`config.mk`:
```
export PLATFORM = sky130hd
export DESIGN_NAME = scene_cmd_parser
export DESIGN_NICKNAME = d
export VERILOG_FILES = /design/src/rtl/scene_cmd_parser_pkg.sv /design/src/rtl/scene_cmd_parser.sv
export SDC_FILE = /design/constraint.sdc
export NUM_CORES = 1
export LEC_CHECK = 0
export CELL_PAD_IN_SITES_DETAIL_PLACEMENT = 1
export CELL_PAD_IN_SITES_GLOBAL_PLACEMENT = 2
export CORE_MARGIN = 1.5
export CORE_UTILIZATION = 33
export DETAILED_ROUTE_END_ITERATION = 10
export PLACE_DENSITY = 0.9
export SYNTH_ARGS = -nofsm -noshare
export SYNTH_HDL_FRONTEND = slang
export SYNTH_SLANG_ARGS = --single-unit
```
`constraint.sdc`:
```
create_clock -name clk -period 3.15 [get_ports clk]
set_input_delay 0.315 -clock clk [delete_from_list [all_inputs] [get_ports clk]]
set_output_delay 0.315 -clock clk [all_outputs]
set_load 0.05 [all_outputs]
```
`src/rtl/scene_cmd_parser_pkg.sv`:
```
// Shared types for the scene command parser: model instance layout, scene metadata,
// opcode defaults and the parser state encoding.
package scene_cmd_parser_pkg;

    localparam int DATA_W = 8;

    typedef struct packed {
        logic        [7:0]  model_id;
        logic signed [11:0] pos_x;
        logic signed [11:0] pos_y;
        logic        [5:0]  rot;
        logic        [4:0]  scale;
    } modelinstance_t;

    typedef struct packed {
        logic       last;
        logic [3:0] layer;
    } modelinstance_meta_t;

    localparam int MODELINSTANCE_W     = $bits(modelinstance_t);
    localparam int MODELINSTANCE_BYTES = (MODELINSTANCE_W + DATA_W - 1) / DATA_W;

    localparam logic [DATA_W-1:0] OP_ADD_DEFAULT      = 8'h01;
    localparam logic [DATA_W-1:0] OP_ADD_LAST_DEFAULT = 8'h02;
    localparam int                TIMEOUT_CYCLES_DEFAULT = 1024;

    typedef enum logic [1:0] {
        IDLE    = 2'd0,
        PAYLOAD = 2'd1,
        EMIT    = 2'd2
    } scene_cmd_state_t;

endpackage

```
`src/rtl/scene_cmd_parser.sv`:
```
// Decodes MCU command packets into model instances for the scene buffer write port.
// Define SCENE_CMD_PARSER_TIMEOUT_EN to abort payloads that stall for TIMEOUT_CYCLES.
module scene_cmd_parser
    import scene_cmd_parser_pkg::*;
#(
    parameter logic [DATA_W-1:0] OP_ADD         = OP_ADD_DEFAULT,
    parameter logic [DATA_W-1:0] OP_ADD_LAST    = OP_ADD_LAST_DEFAULT,
    parameter int                TIMEOUT_CYCLES = TIMEOUT_CYCLES_DEFAULT
) (
    input  logic                clk,
    input  logic                rst,
    input  logic                in_valid,
    output logic                in_ready,
    input  logic [DATA_W-1:0]   in_data,
    output logic                out_valid,
    input  logic                out_ready,
    output modelinstance_t      out_data,
    output modelinstance_meta_t out_metadata,
    output logic                err_opcode,
    output logic                err_timeout
);

    localparam int PB    = MODELINSTANCE_BYTES;
    localparam int CNT_W = $clog2(PB + 1);

    scene_cmd_state_t            state_q, state_d;
    logic [CNT_W-1:0]            cnt_q;
    logic                        last_q;
    logic [MODELINSTANCE_W-1:0]  asm_q;
    logic                        run_q;
    logic                        err_opcode_q;
    logic                        byte_fire;
    logic                        op_known;
    logic                        final_byte;
    logic                        timeout_hit;

    assign byte_fire  = in_valid && in_ready;
    assign op_known   = (in_data == OP_ADD) || (in_data == OP_ADD_LAST);
    assign final_byte = (cnt_q == CNT_W'(PB - 1));

    always_ff @(posedge clk or posedge rst) begin
        if (rst) state_q <= IDLE;
        else     state_q <= state_d;
    end

    always_comb begin
        state_d = state_q;
        case (state_q)
            IDLE:    if (byte_fire && op_known) state_d = PAYLOAD;
            PAYLOAD: begin
                if (byte_fire && final_byte) state_d = EMIT;
                else if (timeout_hit)        state_d = IDLE;
            end
            EMIT:    if (out_valid && out_ready) state_d = IDLE;
            default: state_d = IDLE;
        endcase
    end

    // in_ready is held low for the first cycle after reset release via run_q
    always_comb begin
        in_ready            = run_q && (state_q != EMIT);
        out_valid           = (state_q == EMIT);
        out_metadata        = '0;
        out_metadata.last   = (state_q == EMIT) && last_q;
    end

    assign out_data   = asm_q;
    assign err_opcode = err_opcode_q;

    // Bytes enter MSB first; the shift drops pad bits of the leading byte
    always_ff @(posedge clk or posedge rst) begin
        if (rst) begin
            run_q        <= 1'b0;
            err_opcode_q <= 1'b0;
            cnt_q        <= '0;
            last_q       <= 1'b0;
            asm_q        <= '0;
        end else begin
            run_q        <= 1'b1;
            err_opcode_q <= (state_q == IDLE) && byte_fire && !op_known;
            if ((state_q == IDLE) && byte_fire && op_known) begin
                last_q <= (in_data == OP_ADD_LAST);
                cnt_q  <= '0;
            end
            if ((state_q == PAYLOAD) && byte_fire) begin
                asm_q <= MODELINSTANCE_W'({asm_q, in_data});
                cnt_q <= cnt_q + 1'b1;
            end
        end
    end

`ifdef SCENE_CMD_PARSER_TIMEOUT_EN
    localparam int TO_W = $clog2(TIMEOUT_CYCLES + 1);

    logic [TO_W-1:0] tcnt_q;
    logic            err_timeout_q;

    // Fires on the TIMEOUT_CYCLES-th consecutive byte-less cycle in PAYLOAD
    assign timeout_hit = (state_q == PAYLOAD) && !byte_fire &&
                         (tcnt_q == TO_W'(TIMEOUT_CYCLES - 1));

    always_ff @(posedge clk or posedge rst) begin
        if (rst) begin
            tcnt_q        <= '0;
            err_timeout_q <= 1'b0;
        end else begin
            err_timeout_q <= timeout_hit;
            if ((state_q != PAYLOAD) || byte_fire) tcnt_q <= '0;
            else                                   tcnt_q <= tcnt_q + 1'b1;
        end
    end

    assign err_timeout = err_timeout_q;
`else
    assign timeout_hit = 1'b0;
    assign err_timeout = 1'b0;
`endif

endmodule
```
==> results of run 1 <==
==> per-stage QoR <==
stage                     std cells  power [W]  worst slack [ns]  util, %
after detailed placement        270    0.00114              1.14     45.4
after CTS                       277    0.00158             0.913     47.1
after floorplan                 145    0.00101              1.47        -
after global placement          270    0.00114              1.16     45.4
final                           277    0.00155             0.936     47.1
after global routing            277    0.00163             0.843     47.1
==> per-layer routing <==
| metal | GRT usage, % | vias up |
|---|---|---|
| li1 | - | 603 |
| met1 | 16.9 | 645 |
| met2 | 19.2 | 38 |
| met3 | 3.19 | 7 |
| met4 | 5.08 | 0 |
| met5 | 0 | - |
==> registers in the layout (all words and copies together) (netlist names) <==
name        cells
cnt_q           3
out_data       43
err_opcode      1
run_q           1
last_q          1
state_q         2
==> synthesized netlist by cell type, drive strengths merged (2+ instances only) <==
cell | instances | area [um^2]
a21oi | 2 | 10.0
and2 | 2 | 12.5
buf | 9 | 57.6
conb | 2 | 7.51
dfrtp | 51 | 1280
ha | 2 | 25.0
inv | 6 | 22.5
mux2 | 42 | 473
nand2 | 4 | 15.0
o21ai | 3 | 15.0
o22ai | 2 | 12.5
or2 | 2 | 12.5
==> placed cells by master, fill, tap and decap left out <==
cell / Yosys / final
nand2b_1: 1 / 1
o22ai_1: 2 / 2
nor4_1: 1 / 1
or4_4: 1 / 1
a2bb2oi_1: 1 / 1
o21ai_0: 3 / 3
nor2_1: 1 / 1
or2_2: 2 / 2
dfrtp_1: 51 / 51
bufinv_16: 0 / 1
buf_4: 5 / 2
nand4_1: 1 / 1
clkdlybuf4s50_1: 0 / 58
or3_1: 1 / 1
nor4b_4: 1 / 1
inv_2: 0 / 1
ha_1: 2 / 2
o41ai_1: 1 / 1
nand4b_1: 1 / 1
a21oi_1: 2 / 2
mux2_2: 42 / 42
nand2_1: 4 / 4
inv_1: 6 / 5
xor2_1: 1 / 1
and2_1: 2 / 2
conb_1: 2 / 6
nand4bb_4: 1 / 1
a31o_1: 1 / 1
clkbuf_8: 0 / 5
clkbuf_1: 1 / 1
==> layout make-up <==
cell class                 instances  area share [%]
tap                               75            3.32
clock buffer                       6            2.57
timing repair buffer              60            21.1
clock inverter                     1            1.06
inverter                           6           0.798
sequential                        51            45.2
multi-input combinational         78            26.0
==> final timing paths <==
kind / start / end / slack (ns) / cells past startpoint
worst max-delay path: state_q[0] / out_metadata[4] / 0.94 / 4
worst min-delay path: rst / out_data[38] / 0.30 / 2
worst max register to register: run_q / out_data[37] / 1.58 / 3
worst min register to register: out_data[38] / out_data[38] / 0.51 / 1
max in group asynchronous: rst / out_data[8] / 2.08 / 3
min in group clk: out_data[38] / out_data[38] / 0.51 / 1
==> kinds of logic (layout without fill, tap and decap cells) <==
family | count (synthesis) | in the layout | synth area share, %
other | 2 | 6 | 0.361
AO/OA/AOI/OAI | 10 | 10 | 3.07
multiplexers | 42 | 42 | 22.8
AND/OR/NAND/NOR | 17 | 17 | 6.74
XOR/XNOR | 1 | 1 | 0.422
adder cells (fa/ha/maj) | 2 | 2 | 1.20
flip-flops | 51 | 51 | 61.4
buffers and inverters | 16 | 73 | 4.03
==> power by group through the flow <==
stage | clock network (W) | logic (W) | registers, W
floorplan | 0 | 0.000102 | 0.000907
global placement | 0 | 0.000371 | 0.000766
detailed placement | 0 | 0.000375 | 0.000770
CTS | 0.000450 | 0.000377 | 0.000757
global route | 0.000476 | 0.000392 | 0.000764
finish | 0.000427 | 0.000373 | 0.000754
==> flow_summary.json, run 1 <==
{
  "leakage_nw": 1.32,
  "h-tree-depth": 2,
  "internal_power_w": 0.00107,
  "cts_setup_buffers": 0,
  "drt_first_pass_iters": 3,
  "nFillCells": 616,
  "status": "complete, no violations",
  "stdcell_area_um2": 2820,
  "placed_area_um2": 2720,
  "die_y_um": 82.4,
  "p_sw_w": 0.000479,
  "ys_ff_latch": 51,
  "ir_worst_vdd_uv": 257,
  "crit_slowest_cell": "clkdlybuf4s50_1",
  "routed_wl_um": 3950,
  "avgRoutedWirePerCell_um": 14.2,
  "clockBufferDepth": 2,
  "start_kind": "register",
  "crit_type": "register to output pin",
  "wl_met3_um": 163,
  "end_kind": "output pin",
  "netSwitchingFraction_pct": 30.8,
  "cpPeakStageDelay_ns": 0.79,
  "synth_warnings": 0,
  "grt_overflow": 0,
  "syn_avg_cell_area_um2": 14.7,
  "hold_viol_final": 0,
  "clk_pin_slew_worst_paths_ns": 0.08,
  "rsz0062_at_grt": "no",
  "path_max_fanout": 4,
  "report.final.slew_viol_count": 0,
  "crit_buf_inv": 2,
  "synthDistinctLibCells": 27,
  "synth_area_um2": 2080,
  "met1_length_um": 1780,
  "slew-limit-headroom_pct": 61.2,
  "hold_slack_ns": 0.297,
  "synth_enable_flop_cells": 0,
  "place_congestion": 0.751,
  "post-dp-hpwl_um": 2880,
  "clock_tree.root_cell": "clkbuf_8",
  "cp_cell_sequence": "nand2b_1 > inv_1 > and2_1 > clkdlybuf4s50_1",
  "syn_inst": 141,
  "setup_tns_ns": 0,
  "hp-class": "input pin to async pin",
  "fmax_mhz": 452,
  "io_buffers": 58,
  "crit_required_ns": 2.83,
  "seqPwrFrac_pct": 48.5,
  "synth-async-reset-ratio_pct": 100,
  "critPathArrivalTime_ns": 1.90,
  "top_level_ports": 64,
  "clock-skew-final_ns": 0.00257,
  "register_area_um2": 1280,
  "vias_per_cell": 4.67,
  "syn2layout_area_growth_pct": 35.9,
  "cts_resized": 0,
  "grt_util_all_layers_pct": 12.5,
  "clk_latency_ns": 0.29,
  "grt_pass1_vias": 1214,
  "cts_hold_buf": 0,
  "maxCapViolations": 0,
  "wl_met2_um": 1940,
  "die_width_um": 82.4,
  "antenna_found_initial": 0,
  "drt_iter0_drc": 37,
  "setup_viol": 0,
  "fin_crit_ns": 2.21,
  "grt_pass1_wl_um": 6240,
  "p_comb_share_pct": 24.0,
  "rows": 28,
  "num_vias": 1293,
  "num_antenna_cells": 0,
  "initial_utilization_pct": 34.7,
  "top_layer_used": "met4",
  "core_um2": 5990,
  "drive_gt1_share_pct": 27.7,
  "cts_sinks": 51,
  "ys.flop_type": "dfrtp_1",
  "ant_nets": 0,
  "drc_errors": 0,
  "tightest_slew_ns": 0.583,
  "p_per_area_nw_per_um2": 550,
  "multiInputGateArea_um2": 733,
  "layout.nets": 216,
  "pwr-share-clk_pct": 27.5,
  "seq_area_frac_synth_pct": 61.4,
  "cp_top_family": "buffers and inverters",
  "numCtsBuffers": 5,
  "post-route-period-util_pct": 70.3,
  "die-area_um2": 6780,
  "grt_start_max_net_pins": 52,
  "cts_tree": "yes"
}
No activity file was read; power rests on OpenSTA's default activity.
==> run 2, diff against run 1 <==
--- a/config.mk
+++ b/config.mk
@@ -8,9 +8,9 @@
 export CELL_PAD_IN_SITES_DETAIL_PLACEMENT = 1
 export CELL_PAD_IN_SITES_GLOBAL_PLACEMENT = 2
 export CORE_MARGIN = 1.5
-export CORE_UTILIZATION = 33
+export CORE_UTILIZATION = 31
 export DETAILED_ROUTE_END_ITERATION = 10
-export PLACE_DENSITY = 0.9
+export PLACE_DENSITY = 0.85
 export SYNTH_ARGS = -nofsm -noshare
 export SYNTH_HDL_FRONTEND = slang
 export SYNTH_SLANG_ARGS = --single-unit
==> constraint.sdc (replaced) <==
create_clock -name clk -period 2.05 [get_ports clk]
set_input_delay 0.205 -clock clk [delete_from_list [all_inputs] [get_ports clk]]
set_output_delay 0.205 -clock clk [all_outputs]
set_load 0.05 [all_outputs]
==> run 2 against run 1 <==
Global-route usage decreased by 0.50 points. Combinational power increased by 55%. Clock power increased by 66%. First-iteration DRC count increased by 76%. Final cell count increased by 1.4%. The flow now finishes with violations (design-rule violations). Via count decreased by 0.23%. Routed wire length decreased by 0.15%. Worst hold slack got worse by 0.055 ns.
==> flow_summary.json, run 2 (synthesis results as in run 1) <==
{
  "slew-limit-headroom_pct": 65.2,
  "h-tree-depth": 2,
  "grt_pass1_vias": 1309,
  "timing.rr.start": "run_q",
  "leakage_nw": 1.38,
  "top_level_ports": 64,
  "clockBufferDepth": 2,
  "cts_sinks": 51,
  "maxCapViolations": 0,
  "die_width_um": 84.9,
  "layout.nets": 217,
  "tightest_slew_ns": 0.520,
  "clk_latency_ns": 0.30,
  "ir_worst_vdd_uv": 389,
  "layout_common_cells": "55 x clkdlybuf4s50_1, 51 x dfrtp_1, 42 x mux2_2, 6 x conb_1, 6 x clkbuf_8",
  "report.final.slew_viol_count": 0,
  "hp-class": "input pin to async pin",
  "post-route-period-util_pct": 84.5,
  "largest_reg_flops": 43,
  "crit_required_ns": 1.85,
  "grt_overflow": 0,
  "core_um2": 6420,
  "vias_per_cell": 4.59,
  "crit_slowest_cell": "clkdlybuf4s50_1",
  "cp_cell_sequence": "clkdlybuf4s50_1",
  "io_buffers": 58,
  "rows": 29,
  "die-area_um2": 7200,
  "reg2reg_to": "out_data[36]",
  "num_antenna_cells": 0,
  "register_area_um2": 1280,
  "ff2ff_setup_slack_ns": 0.53,
  "stdcell_area_um2": 2880,
  "place_congestion": 0.666,
  "critPathArrivalTime_ns": 1.53,
  "drc_errors": 5,
  "fin_crit_ns": 1.73,
  "hold_viol_final": 0,
  "grt_start_max_net_pins": 46,
  "r2r_cells": 4,
  "drive_gt1_share_pct": 29.4,
  "violations": "design-rule violations",
  "avgRoutedWirePerCell_um": 14.0,
  "placed_area_um2": 2750,
  "power_w": 0.00245,
  "initial_utilization_pct": 32.4,
  "cpPeakStageDelay_ns": 0.82,
  "die_y_um": 84.9,
  "netSwitchingFraction_pct": 30.8,
  "post-dp-hpwl_um": 2940,
  "clock-skew-final_ns": 0.00529,
  "clk_pin_slew_worst_paths_ns": 0.09,
  "nFillCells": 671,
  "numCtsBuffers": 5,
  "seqPwrFrac_pct": 47.4,
  "pwr-share-clk_pct": 29.0,
  "num_vias": 1290,
  "rsz0062_at_grt": "no",
  "antenna_found_initial": 0,
  "status": "finished with violations",
  "fin_util_pct": 44.8,
  "syn2layout_area_growth_pct": 38.4,
  "setup_ws_ns": 0.318,
  "drt_iter0_drc": 65,
  "start_kind": "register",
  "cts_tree": "yes",
  "p_per_area_nw_per_um2": 850,
  "crit_buf_inv": 1,
  "setup_viol": 0,
  "clock_tree.root_cell": "clkbuf_8",
  "path_max_fanout": 3,
  "grt_pass1_wl_um": 6710,
  "multiInputGateArea_um2": 733,
  "fmax_mhz": 577,
  "end_kind": "output pin",
  "drt_first_pass_iters": 9,
  "cts_hold_buf": 0,
  "cts_resized": 0,
  "cts_setup_buffers": 0,
  "internal_power_w": 0.00169,
  "p_sw_w": 0.000753,
  "routed_wl_um": 3940,
  "p_comb_share_pct": 23.6,
  "cp_top_family": "buffers and inverters",
  "crit_type": "register to output pin",
  "ant_nets": 0,
  "grt_util_all_layers_pct": 12.0,
  "pre_cts_slack_ns": 0.204,
  "layout_commonest_cell": "clkdlybuf4s50_1",
  "setup_tns_ns": 0
}
## run 2: layer usage
metal | vias up | wire [um] | global-route usage, %
met4 | 0 | 76 | 5.37
met3 | 5 | 180 | 3.21
li1 | 601 | - | -
met1 | 644 | 1800 | 16.1
met2 | 40 | 1880 | 18.5
met5 | - | 0 | 0
## run 2: final cells by class
class,instances,area share [%]
multi-input combinational,78,25.5
tap,77,3.35
sequential,51,44.4
timing repair buffer,61,21.9
clock buffer,6,2.87
clock inverter,2,1.22
inverter,6,0.783
## run 2: power groups by stage
stage	clock, W	combinational [W]	sequential, W
floorplan	0	0.000157	0.00139
global placement	0	0.000578	0.00118
detailed placement	0	0.000584	0.00118
CTS	0.000752	0.000586	0.00116
global route	0.000784	0.000605	0.00118
finish	0.000709	0.000578	0.00116
## run 2: per-stage QoR
step	hold WS, ns	std cells
6_report	0.242	281
5_1_grt	0.272	281
4_1_cts	0.247	281
3_5_place_dp	0.495	273
3_3_place_gp	0.490	273
2_1_floorplan	0.290	145
## run 2: worst max path at each step
stage	startpoint	endpoint	slack, ns	cells after the start
6_report	out_data[4]	out_data[4]	0.32	1
4_1_cts	state_q[0]	in_ready	0.03	3
2_1_floorplan	state_q[0]	out_metadata[4]	0.48	3
3_5_place_dp	in_valid	out_data[36]	0.20	5
3_3_place_gp	in_data[4]	cnt_q[1]	0.23	4
5_1_grt	out_data[11]	out_data[11]	0.26	1
